### src/rtl/iobus_pkg.sv
// Shared definitions for the IO bus transaction controller:
// FSM state encoding, index field width, timeout counter width,
// default error read data and the target index decode helper.
package iobus_pkg;

    localparam int unsigned IDX_W  = 4;
    localparam int unsigned CNT_W  = 16;
    localparam int unsigned DATA_W = 32;

    localparam logic [DATA_W-1:0] ERR_DATA_DFLT = 32'hDEAD_BEEF;

    typedef enum logic [1:0] {
        ST_IDLE = 2'd0,
        ST_WAIT = 2'd1,
        ST_RESP = 2'd2,
        ST_ERR  = 2'd3
    } state_t;

    // Target index field of an IO bus address, starting at bit lsb.
    function automatic logic [IDX_W-1:0] sel_index(input logic [DATA_W-1:0] addr,
                                                   input int unsigned       lsb);
        return IDX_W'(addr >> lsb);
    endfunction

endpackage

### src/rtl/iobus_txn_ctrl_if.sv
// IO bus transaction interface.
// Initiator side : io_addr_strobe, io_read_strobe, io_write_strobe, io_address
//                  (to controller), io_read_data, io_ready (from controller).
// Target side    : tgt_sel, tgt_strobe (from controller), mux_read_data,
//                  mux_ready (merged target responses, to controller).
// master = environment (initiator + target mux), slave = controller.
interface iobus_txn_ctrl_if #(
    parameter int unsigned CORE_COUNT = 2
);
    import iobus_pkg::*;

    logic                  io_addr_strobe;
    logic                  io_read_strobe;
    logic                  io_write_strobe;
    logic [DATA_W-1:0]     io_address;
    logic [DATA_W-1:0]     io_read_data;
    logic                  io_ready;
    logic [CORE_COUNT-1:0] tgt_sel;
    logic                  tgt_strobe;
    logic [DATA_W-1:0]     mux_read_data;
    logic                  mux_ready;

    modport master (
        output io_addr_strobe, io_read_strobe, io_write_strobe, io_address,
               mux_read_data, mux_ready,
        input  io_read_data, io_ready, tgt_sel, tgt_strobe
    );

    modport slave (
        input  io_addr_strobe, io_read_strobe, io_write_strobe, io_address,
               mux_read_data, mux_ready,
        output io_read_data, io_ready, tgt_sel, tgt_strobe
    );

endinterface

### src/rtl/iobus_timeout_ctr.sv
// WAIT-phase cycle counter.
// Ports: clk, rst (async, active-high); start clears the count; enable
// advances it by one per cycle; limit is the timeout threshold;
// expired (registered) is high while the count equals limit.
module iobus_timeout_ctr
    import iobus_pkg::*;
(
    input  logic             clk,
    input  logic             rst,
    input  logic             start,
    input  logic             enable,
    input  logic [CNT_W-1:0] limit,
    output logic             expired
);

    logic [CNT_W-1:0] cnt;
    logic [CNT_W-1:0] cnt_inc_c;

    assign cnt_inc_c = CNT_W'(cnt + CNT_W'(1));

    // expired is computed alongside the count so it tracks cnt == limit
    always_ff @(posedge clk or posedge rst) begin
        if (rst) begin
            cnt     <= '0;
            expired <= 1'b0;
        end else if (start) begin
            cnt     <= '0;
            expired <= (limit == '0);
        end else if (enable) begin
            cnt     <= cnt_inc_c;
            expired <= (cnt_inc_c == limit);
        end
    end

endmodule

### src/rtl/iobus_txn_ctrl.sv
// IO bus transaction controller: decodes an initiator transaction to a
// one-hot target select, waits for the merged target ready (with timeout),
// and returns a one-cycle io_ready with data or ERR_DATA.
// Ports: clk, rst (async, active-high); bus (slave modport, initiator and
// target-mux signals); err_clr clears the sticky flags; err_timeout,
// err_decode, err_overrun are sticky error flags; err_addr holds the
// address of the most recent errored transaction.
module iobus_txn_ctrl
    import iobus_pkg::*;
#(
    parameter int unsigned       CORE_COUNT     = 2,
    parameter int unsigned       SEL_LSB        = 8,
    parameter int unsigned       TIMEOUT_CYCLES = 255,
    parameter logic [DATA_W-1:0] ERR_DATA       = ERR_DATA_DFLT
) (
    input  logic              clk,
    input  logic              rst,
    iobus_txn_ctrl_if.slave   bus,
    input  logic              err_clr,
    output logic              err_timeout,
    output logic              err_decode,
    output logic              err_overrun,
    output logic [DATA_W-1:0] err_addr
);

    state_t            state;
    logic [DATA_W-1:0] addr_q;
    logic              err_hold;
    logic [IDX_W-1:0]  idx_c;
    logic              idx_ok_c;
    logic              to_expired;
    logic              set_to_c;
    logic              set_dec_c;
    logic              set_ovr_c;
    logic              unused_qual;

    // Read/write qualifiers do not change how a transaction is handled.
    assign unused_qual = bus.io_read_strobe | bus.io_write_strobe;

    assign idx_c     = sel_index(bus.io_address, SEL_LSB);
    assign idx_ok_c  = (32'(idx_c) < CORE_COUNT);
    assign set_dec_c = (state == ST_IDLE) && bus.io_addr_strobe && !idx_ok_c;
    assign set_to_c  = (state == ST_WAIT) && !bus.mux_ready && to_expired;
    assign set_ovr_c = (state != ST_IDLE) && bus.io_addr_strobe;

    iobus_timeout_ctr u_timeout_ctr (
        .clk     (clk),
        .rst     (rst),
        .start   ((state == ST_IDLE) && bus.io_addr_strobe && idx_ok_c),
        .enable  (state == ST_WAIT),
        .limit   (CNT_W'(TIMEOUT_CYCLES)),
        .expired (to_expired)
    );

    // Transaction FSM with registered bus outputs.
    // A decode error spends one silent ERR cycle (err_hold) before the
    // io_ready pulse, so the initiator sees it two cycles after the strobe.
    always_ff @(posedge clk or posedge rst) begin
        if (rst) begin
            state            <= ST_IDLE;
            addr_q           <= '0;
            err_hold         <= 1'b0;
            err_addr         <= '0;
            bus.io_ready     <= 1'b0;
            bus.io_read_data <= '0;
            bus.tgt_sel      <= '0;
            bus.tgt_strobe   <= 1'b0;
        end else begin
            bus.io_ready     <= 1'b0;
            bus.io_read_data <= '0;
            bus.tgt_strobe   <= 1'b0;
            case (state)
                ST_IDLE: begin
                    if (bus.io_addr_strobe) begin
                        addr_q <= bus.io_address;
                        if (idx_ok_c) begin
                            state          <= ST_WAIT;
                            bus.tgt_sel    <= CORE_COUNT'(1) << idx_c;
                            bus.tgt_strobe <= 1'b1;
                        end else begin
                            state    <= ST_ERR;
                            err_hold <= 1'b1;
                        end
                    end
                end
                ST_WAIT: begin
                    // A ready on the timeout cycle still counts as success.
                    if (bus.mux_ready) begin
                        state            <= ST_RESP;
                        bus.tgt_sel      <= '0;
                        bus.io_ready     <= 1'b1;
                        bus.io_read_data <= bus.mux_read_data;
                    end else if (to_expired) begin
                        state            <= ST_ERR;
                        bus.tgt_sel      <= '0;
                        bus.io_ready     <= 1'b1;
                        bus.io_read_data <= ERR_DATA;
                        err_addr         <= addr_q;
                    end
                end
                ST_RESP: begin
                    state <= ST_IDLE;
                end
                ST_ERR: begin
                    if (err_hold) begin
                        err_hold         <= 1'b0;
                        bus.io_ready     <= 1'b1;
                        bus.io_read_data <= ERR_DATA;
                        err_addr         <= addr_q;
                    end else begin
                        state <= ST_IDLE;
                    end
                end
                default: state <= ST_IDLE;
            endcase
        end
    end

    // Sticky error flags; a new error event wins over err_clr.
    always_ff @(posedge clk or posedge rst) begin
        if (rst) begin
            err_timeout <= 1'b0;
            err_decode  <= 1'b0;
            err_overrun <= 1'b0;
        end else begin
            err_timeout <= set_to_c  | (err_timeout & ~err_clr);
            err_decode  <= set_dec_c | (err_decode  & ~err_clr);
            err_overrun <= set_ovr_c | (err_overrun & ~err_clr);
        end
    end

endmodule

### src/flat_wrapper.sv
// flat-port wrapper written by rule: the top's interface ports become plain ports
module iobus_txn_ctrl_flat import iobus_pkg::*;
#(
    parameter int unsigned       CORE_COUNT     = 2,
    parameter int unsigned       SEL_LSB        = 8,
    parameter int unsigned       TIMEOUT_CYCLES = 255,
    parameter logic [DATA_W-1:0] ERR_DATA       = ERR_DATA_DFLT
)
  (clk, rst, err_clr, err_timeout, err_decode, err_overrun, err_addr, bus_io_addr_strobe, bus_io_read_strobe, bus_io_write_strobe, bus_io_address, bus_mux_read_data, bus_mux_ready, bus_io_read_data, bus_io_ready, bus_tgt_sel, bus_tgt_strobe);
  iobus_txn_ctrl_if #(.CORE_COUNT(CORE_COUNT)) bus_i ();
  input  logic clk;
  input  logic rst;
  input  logic err_clr;
  output logic err_timeout;
  output logic err_decode;
  output logic err_overrun;
  output logic [DATA_W-1:0] err_addr;
  input wire logic [$bits(bus_i.io_addr_strobe)-1:0] bus_io_addr_strobe;
  input wire logic [$bits(bus_i.io_read_strobe)-1:0] bus_io_read_strobe;
  input wire logic [$bits(bus_i.io_write_strobe)-1:0] bus_io_write_strobe;
  input wire logic [$bits(bus_i.io_address)-1:0] bus_io_address;
  input wire logic [$bits(bus_i.mux_read_data)-1:0] bus_mux_read_data;
  input wire logic [$bits(bus_i.mux_ready)-1:0] bus_mux_ready;
  output wire logic [$bits(bus_i.io_read_data)-1:0] bus_io_read_data;
  output wire logic [$bits(bus_i.io_ready)-1:0] bus_io_ready;
  output wire logic [$bits(bus_i.tgt_sel)-1:0] bus_tgt_sel;
  output wire logic [$bits(bus_i.tgt_strobe)-1:0] bus_tgt_strobe;
  assign bus_i.io_addr_strobe = bus_io_addr_strobe;
  assign bus_i.io_read_strobe = bus_io_read_strobe;
  assign bus_i.io_write_strobe = bus_io_write_strobe;
  assign bus_i.io_address = bus_io_address;
  assign bus_i.mux_read_data = bus_mux_read_data;
  assign bus_i.mux_ready = bus_mux_ready;
  assign bus_io_read_data = bus_i.io_read_data;
  assign bus_io_ready = bus_i.io_ready;
  assign bus_tgt_sel = bus_i.tgt_sel;
  assign bus_tgt_strobe = bus_i.tgt_strobe;
  iobus_txn_ctrl #(.CORE_COUNT(CORE_COUNT), .SEL_LSB(SEL_LSB), .TIMEOUT_CYCLES(TIMEOUT_CYCLES), .ERR_DATA(ERR_DATA)) u_core (.clk(clk), .rst(rst), .bus(bus_i), .err_clr(err_clr), .err_timeout(err_timeout), .err_decode(err_decode), .err_overrun(err_overrun), .err_addr(err_addr));
endmodule
### config.mk
export PLATFORM = sky130hd
export DESIGN_NAME = iobus_txn_ctrl_flat
export DESIGN_NICKNAME = d
export VERILOG_FILES = /design/src/rtl/iobus_pkg.sv /design/src/rtl/iobus_txn_ctrl_if.sv /design/src/rtl/iobus_timeout_ctr.sv /design/src/rtl/iobus_txn_ctrl.sv /design/src/flat_wrapper.sv
export SDC_FILE = /design/constraint.sdc
export NUM_CORES = 1
export LEC_CHECK = 0
export CAP_MARGIN = 20
export CORE_MARGIN = 2
export CORE_UTILIZATION = 48
export DETAILED_ROUTE_END_ITERATION = 10
export PLACE_DENSITY_LB_ADDON = 0.08
export SETUP_SLACK_MARGIN = 0.1
export SLEW_MARGIN = 20
export SYNTH_ARGS = -nofsm -noshare
export SYNTH_HDL_FRONTEND = slang
export SYNTH_SLANG_ARGS = --single-unit
### constraint.sdc
create_clock -name clk -period 5.7 [get_ports clk]
set_input_delay 1.14 -clock clk [delete_from_list [all_inputs] [get_ports clk]]
set_output_delay 1.14 -clock clk [all_outputs]
set_load 0.03 [all_outputs]
Word-level counts from Yosys, hierarchy flattened
Index checks and enable logic that the tools add are counted.

operators by class
  reductions and logical operators = 19
  shift operators = 1
  magnitude comparators = 1
  muxes and demuxes = 33
  eq/ne operators = 12
  add/subtract/negate cells = 1
  bitwise gates (word level) = 7

operators by type and width
  kind                   number
  $mux 32                6
  $pmux 32 s2            2
  $mux 16                2
  $mux 2                 9
  $add 16x1->16 const B  1
  $eq 16x8->1 const B    1
  $mux 1                 10
  $reduce_bool 2->1      5
  $ne 2x2->1 const B     4
  $pmux 2 s4             1
  $reduce_and 4->1       2
  $logic_and 1x1->1      6
  $ne 2x1->1 const B     3
  $reduce_and 3->1       2
  $eq 2x2->1 const B     2
  $lt 4x2->1 const B     1
  $pmux 1 s2             2
  $pmux 2 s2             1
  $shl 1x4->2 const A    1
  $and 1x1->1            3
  $ne 3x2->1 const B     1
  $or 1x1->1             3
  $eq 2x1->1 const B     1
  $logic_not 1->1        2
  other kinds (3)        3

storage, ports and cells
  input port bits = 71
  output and inout port bits = 71
  flip-flop bits (word level) = 123
  logic and storage cells = 87

Depth between registers and ports, before layout
Gate-level depths: netlist of run 1.

  depth after elaboration = 4
  depth in mapped cells = 8
  depth with buffers taken out = 6

Hierarchy
A second synthesis of run 1 with hierarchy kept.

unflattened totals
  cells, all modules = 443
  area, all modules = 5460.2 sq um

modules (own cells, without submodules)
  module             cells each  area each (sq um)  seq. area each (sq um)  times used
  iobus_txn_ctrl     280         4033.9             2652.5                  1
  iobus_timeout_ctr  163         1426.4             425.4                   1

Worst setup path before layout of run 1
Ideal clock, no wire load.

  kind = input to register
  start point = input bus_mux_ready
  end point = register u_core.err_addr[1]
  required time = 5.572 ns
  library setup time = 0.128 ns
  setup slack = 3.508 ns
  cell stages on the path = 6
  path buffers = 2
  data arrival time = 2.065 ns
  cells stage by stage = nand2b_1 o21ai_1 nand2_1 buf_2 buf_6 mux2_1

between the ends
  cells in the longest elaborated chain, start to end = 2

RTL lines
  item                        line                   text
  from (decl)                 flat_wrapper.sv:23     input wire logic [$bits(bus_i.mux_ready)-1:0] bus_mux_ready;
  $ne 2x2->1 (no line)        n/a
  $reduce_and 4->1 (no line)  n/a
  to (signal assigned)        iobus_txn_ctrl.sv:98   err_addr <= addr_q;
  to (signal assigned)        iobus_txn_ctrl.sv:109  err_addr <= addr_q;
  to (decl)                   iobus_txn_ctrl.sv:23   output logic [DATA_W-1:0] err_addr

Every way passes these cells.
A chain may end at the register's enable or synchronous reset.

Worst setup path in the final report of run 1
  start point = input bus_mux_ready
  end point = register u_core.err_addr[3]

The elaborated chain is that of the path after synthesis.

==> summary.md, run 1 <==
| Metric | Value |
|---|---|
| Total Power | ~3.9 mW |
| Max_cap viols | 0 |
| CTS H-tree depth | 4 |
| Pin count of the biggest net entering global routing | 88 |
| DRC errors left | 0 |
| Clock transition at the registers of the reported paths | 0.06 ns |
| Total wire length | ~11000 um |
| Num CTS Buffers | 17 |
| Min-delay src | u_core.addr_q[22]$_DFFE_PP0P_ |
| Syn nets | between 500 and 600 |
| Rel. slew slack | 0.4461 |
| CTS Root Cell | clkbuf_8 |
| Per-cell routed wire length | 14.77 um |
| Max-slew violation count | 0 |
| First-pass GRT wire length | 19110 um |
| N_diodes | 0 |
| Vias in the first global route | between 3000 and 4000 |
| Layout area overhead | 40.60% |
| Die Wd | around 110 um |
| Detailed Route Iter0 Violations | ~180 |
| Slew @ Worst Pin | a little over 0.8 ns |
| Setup total negative slack | 0 ns |
| Worst VDD drop | about 0.23 mV |
| Endpoints failing hold | 0 |
| Post-DP HPWL | between 7000 and 8000 um |
| Post-layout min period | 3.023 ns |
| YS warnings | 0 |
| Vias | roughly 3900 |
| Startpoint types | primary input |
| Number of distinct library cells after synthesis | 46 |
| Initial DRT Pass Iterations | 4 |
| Die H | between 100 and 150 um |
| Area of the die | approximately 11000 sq um |
| Most used DFF post-synth | dfrtp_1 |
| CP arrival | 3.43 ns |
| Hold Path Class | reg -> reg |
| Filler cells | 797 |
| Initial antenna violation count | 0 |
| Mapped Area | roughly 5000 sq um |
| Sink Count | approximately 120 |
| Leak Pwr | 3.362 nW |
| DRT antenna net count | 0 |
| Syn Inst Count | about 480 |
| Critical register-to-register path startpoint | u_core.state[1]$_DFFE_PP0P_ |
| Gr ovfl total | 0 |
| Ports | around 140 |
| CTS tree | built |
| Crit-path max FO | 34 |
| CTS resizes | 0 |
| Register area share after synthesis | 0.6161 |
| Setup violators final | 0 |
| Syn_area_per_cell | approximately 10 sq um |
| Layout cells sized above 1 | 0.1184 |
| Crit path kind | in -> reg |
| Final #Nets | approximately 690 |
| Synth Register Bits | between 100 and 150 |
| Status | complete, no violations |
| # Post-CTS Setup Buffers | 0 |
| Max Clock Skew | roughly 0.010 ns |
| Gr usage total | 0.2184 |
| GP Congestion | 0.7866 |
| Crit path from | bus_mux_ready |
| Worst-Skew Late Latency | ~0.52 ns |
| Rows | 37 |
| Avg Vias per Cell | between 5 and 6 |
| Power Dens Cells | between 500 and 600 nW/um^2 |
| CP required | 6.10 ns |
| Post-synth EDFFs | 0 |
| Port Buf Inserts | between 100 and 150 |
| Area of the multi-input gates | 1757 sq um |
| Longest Clk Path Bufs | 2 |
| Initial core utilization | 0.4883 |
| RSZ-0062 raised after global routing | no |
| CP Capture Type | flop |
| Post-synthesis async set-or-reset flop share | 1.000 |
| Achievable frequency | around 330 MHz |
| Period utilization | 0.5304 |
| Cts hold-fix bufs | 0 |
| Register area | between 3000 and 4000 sq um |
| Core area | ~10000 sq um |
==> cell families after synthesis <==
family / after synthesis / synth area share
XOR/XNOR: 3 / 0.005260
multiplexers: 32 / 0.07213
AND/OR/NAND/NOR: 225 / 0.1991
buffers and inverters: 34 / 0.03406
AO/OA/AOI/OAI: 57 / 0.06837
flip-flops: 123 / 0.6161
adder cells (fa/ha/maj): 2 / 0.005008
==> path summary, 6_finish.rpt <==
kind / cells past startpoint / slack, ns / to
min in group asynchronous: 2 / 1.14 / u_core.bus.io_read_data[7]$_DFF_PP0_
worst max-delay path: 6 / 2.68 / u_core.err_addr[3]$_DFFE_PP0P_
worst max register to register: 5 / 3.58 / u_core.err_addr[3]$_DFFE_PP0P_
worst min-delay path: 2 / 0.47 / u_core.addr_q[22]$_DFFE_PP0P_
max in group asynchronous: 3 / 3.63 / u_core.addr_q[23]$_DFFE_PP0P_
worst min register to register: 2 / 0.47 / u_core.addr_q[22]$_DFFE_PP0P_
==> through the flow <==
step           std cells    util  instance area [sq um]  setup slack [ns]  hold WS (ns)
4_1_cts              761  0.6863                   7022             2.655        0.4723
5_1_grt              761  0.6866                   7024             2.527        0.4891
6_report             761  0.6866                   7024             2.677        0.4657
3_5_place_dp         730  0.6320                   6466             2.118        0.4587
2_1_floorplan        476       -                   4996             1.289        0.4385
3_3_place_gp         730  0.6320                   6466             2.152        0.4497
==> synth_stat cells, types with 2 or more instances <==
cell,count,area share
nand2_1,171,0.13
dfrtp_1,123,0.62
mux2_2,30,0.068
o21ai_0,27,0.027
buf_2,16,0.016
nor2_1,15,0.011
and3_1,9,0.011
inv_1,8,0.0060
clkbuf_1,6,0.0045
o21ai_1,5,0.0050
a21oi_1,4,0.0040
a31oi_1,4,0.0050
nand3_1,4,0.0040
and2_1,3,0.0038
nor3_2,3,0.0060
o22ai_1,3,0.0038
o31ai_1,3,0.0045
a21o_1,2,0.0030
buf_4,2,0.0030
buf_6,2,0.0045
ha_1,2,0.0050
mux2_1,2,0.0045
nand2b_1,2,0.0025
nand3b_1,2,0.0030
nand4_1,2,0.0025
nor2_2,2,0.0025
nor3_1,2,0.0020
nor4_1,2,0.0025
or3_1,2,0.0025
xor2_1,2,0.0035
==> flip-flops by register name (all words and copies together), names as in the netlist <==
name / count
u_core.err_timeout: 1
u_core.err_hold: 1
u_core.state: 2
u_core.bus.tgt_sel: 2
u_core.bus.io_read_data: 32
u_core.err_decode: 1
u_core.u_timeout_ctr.expired: 1
u_core.u_timeout_ctr.cnt: 16
u_core.err_addr: 32
u_core.addr_q: 32
u_core.bus.tgt_strobe: 1
u_core.bus.io_ready: 1
u_core.err_overrun: 1
==> final cells by class <==
cell class              instances  area share
clock buffers                  22     0.06163
inverters                       8    0.004988
repair buffers                144      0.2034
flip-flops and latches        123      0.4382
well taps                     136     0.02423
multi-input cells             319      0.2501
clock inverters                 9     0.01746
==> critical path: stages <==
cell	delay, ns
clkdlybuf4s50_1	0.71
nand2b_1	0.19
o21ai_1	0.07
nand2_2	0.47
buf_4	0.45
mux2_2	0.38
==> report_power, final <==
part / internal, mW / switching (mW)
combinational: 0.628 / 0.856
sequential: 1.20 / 0.182
clock: 0.658 / 0.359
==> cells in the final DEF (no fill, tap or decap), types with 2 or more instances in the layout <==
cell             synthesis  routed
bufinv_16                0       3
nand3b_1                 2       2
nor3_2                   3       3
nor4_1                   2       2
and3_1                   9       9
nor2_2                   2       2
o21ai_0                 27      27
a21o_1                   2       2
xor2_1                   2       2
o22ai_1                  3       3
mux2_1                   2       2
clkbuf_16                0      16
nor2_1                  15      15
a31oi_1                  4       4
clkinv_2                 0       5
ha_1                     2       2
inv_1                    8       7
and2_1                   3       3
dfrtp_1                123     123
clkbuf_1                 6       5
mux2_2                  30      30
nand2b_1                 2       2
or3_1                    2       2
nand2_1                171     170
a21oi_1                  4       4
clkdlybuf4s50_1          0     139
nor3_1                   2       2
nand3_1                  4       4
o31ai_1                  3       3
buf_4                    2       5
o21ai_1                  5       5
nand4_1                  2       2
==> metal layers <==
metal | global-route usage | up-vias | share of wire
met5 | 0 | - | 0
met4 | 0.08365 | 0 | 0.017
met3 | 0.07051 | 18 | 0.068
met2 | 0.3465 | 126 | 0.48
met1 | 0.2812 | 1920 | 0.44
li1 | - | 1841 | -
Note: power is estimated with default switching activity, not from simulation.
==> run 2: changes to the inputs <==
CORE_UTILIZATION = 43   (was 48)
clock period = 2.7 ns   (was 5.7 ns; I/O delays follow)
==> summary.md, run 2 (synthesized netlist as in run 1, its figures left out) <==
| Metric | Value |
|---|---|
| Max_cap viols | 0 |
| Crit-path max FO | 3 |
| Max-slew violation count | 0 |
| Min-delay src | u_core.addr_q[8]$_DFFE_PP0P_ |
| Pin count of the biggest net entering global routing | 58 |
| DRT antenna net count | 0 |
| GP Congestion | roughly 0.76 |
| Gr usage total | 0.1971 |
| Ports | 142 |
| Crit path kind | reg -> out |
| Worst path bufs/invs | 1 |
| WHS Path Cells | 2 |
| CP delay by family, top | buffers and inverters |
| Power Dens Cells | around 1200 nW/um^2 |
| R2r endpoint | u_core.u_timeout_ctr.expired$_DFFE_PP0P_ |
| Reg2Reg Setup Slack | 0.89 ns |
| Final #Nets | between 600 and 700 |
| First-pass GRT wire length | about 20000 um |
| Post-DP HPWL | 7740 um |
| Worst Slack Setup Final | 0.6981 ns |
| Setup total negative slack | 0 ns |
| Startpoint types | flop |
| Placed insts | ~740 |
| CTS tree | built |
| Status | complete, no violations |
| Gr ovfl total | 0 |
| Per-cell routed wire length | between 10 and 15 um |
| Layout area overhead | 44.30% |
| Max Clock Skew | 0.006608 ns |
| Achievable frequency | between 400 and 500 MHz |
| Crit-path max cell delay | 0.69 ns |
| CP required | 2.16 ns |
| DRC errors left | 0 |
| Longest Clk Path Bufs | 2 |
| CTS H-tree depth | 4 |
| Detailed Route Iter0 Violations | between 200 and 300 |
| Worst-Skew Late Latency | 0.41 ns |
| Initial DRT Pass Iterations | 4 |
| Hold slack | 0.4668 ns |
| Clk pwr share | 0.285 |
| CP Capture Type | output pin |
| Clock transition at the registers of the reported paths | around 0.05 ns |
| Vias | 3895 |
| Core area | around 11000 sq um |
| Most common cell after layout, fill and taps aside | nand2_1 |
| Sink Count | between 100 and 150 |
| Post-placement cell area | 6566 sq um |
| Initial core utilization | 0.4394 |
| Initial antenna violation count | 0 |
| CP arrival | approximately 1.5 ns |
| Largest regs | u_core.addr_q x32, u_core.bus.io_read_data x32, u_core.err_addr x32 |
| Total wire length | between 10000 and 15000 um |
| Int Power | roughly 5.5 mW |
| Hold Path Class | reg -> reg |
| Worst VDD drop | 0.6368 mV |
| Post-route cell area | about 7200 sq um |
| Num CTS Buffers | 17 |
| # Post-CTS Setup Buffers | 0 |
| Hold path endpoint | u_core.addr_q[8]$_DFFE_PP0P_ |
| Endpoints failing hold | 0 |
| Fin cells | slightly below 800 |
| Post-layout min period | around 2 ns |
| Post-placement setup slack | 0.4293 ns |
| Layout cells sized above 1 | 0.1374 |
| CTS resizes | 0 |
| Commonest cells after routing, fill and taps aside | nand2_1 (170), clkdlybuf4s50_1 (139), dfrtp_1 (123), mux2_2 (30), o21ai_0 (27) |
| Switching part of the total | 0.3553 |
| Die Wd | about 110 um |
| Reg power frac | 0.342 |
| N_diodes | 0 |
| Die H | 111.8 um |
| Area of the die | about 12000 sq um |
| Avg Vias per Cell | 5.019 |
| Cts hold-fix bufs | 0 |
| Rel. slew slack | 0.5763 |
| Setup violators final | 0 |
| Filler cells | ~960 |
| Critical register-to-register path startpoint | u_core.u_timeout_ctr.cnt[0]$_DFFE_PP0P_ |
| Vias in the first global route | 4058 |
| Net switching power | slightly above 3 mW |
| Count of cells along the worst register-to-register path | 6 |
| Slew @ Worst Pin | 0.6343 ns |
| Critical-path top delay cell | clkdlybuf4s50_1 |
| RSZ-0062 raised after global routing | no |
| Leak Pwr | between 3 and 4 nW |
| Cell Chain, Critical Path | clkdlybuf4s50_1 |
| Total Power | between 8 and 9 mW |
| Area of the multi-input gates | approximately 1800 sq um |
| Register area | approximately 3000 sq um |
| CTS Root Cell | clkbuf_16 |
| Logic pwr share | 0.374 |
| Rows | 39 |
| Period utilization | 0.7415 |
| Fin util | 0.6341 |
| Port Buf Inserts | between 100 and 150 |
==> run 2: worst max path at each step <==
stage | startpoint | endpoint | slack (ns) | cells after the start
after floorplan | rst | u_core.addr_q[0]$_DFFE_PP0P_ | 0.65 | 1
after global placement | bus_io_address[11] | u_core.u_timeout_ctr.cnt[11]$_DFFE_PP0P_ | 0.44 | 6
after detailed placement | bus_mux_ready | u_core.bus.tgt_sel[0]$_DFFE_PP0P_ | 0.43 | 6
after CTS | u_core.bus.tgt_sel[1]$_DFFE_PP0P_ | bus_tgt_sel[1] | 0.68 | 1
after global routing | u_core.bus.tgt_sel[1]$_DFFE_PP0P_ | bus_tgt_sel[1] | 0.63 | 1
final | u_core.bus.tgt_sel[1]$_DFFE_PP0P_ | bus_tgt_sel[1] | 0.70 | 1
==> run 2: layout make-up <==
type / count / area share
well taps: 143 / 0.02482
inverters: 8 / 0.004686
clock inverters: 13 / 0.02638
repair buffers: 151 / 0.2107
multi-input cells: 319 / 0.2437
flip-flops and latches: 123 / 0.4269
clock buffers: 19 / 0.06283
==> run 2: metal layers <==
layer	GRT usage	wire length, um	share of wire
met3	0.07186	792	0.069
met1	0.2538	5110	0.44
met2	0.3152	5470	0.48
met4	0.05844	116	0.010
met5	0	0	0
==> run 2: power groups by stage <==
stage               Sequential, mW  Combinational (mW)  Clock [mW]
global placement              2.91                3.16           0
CTS                           2.92                3.24        2.46
finish                        2.92                3.19        2.43
detailed placement            2.95                3.22           0
global route                  3.02                3.44        2.56
floorplan                     3.69                1.18           0
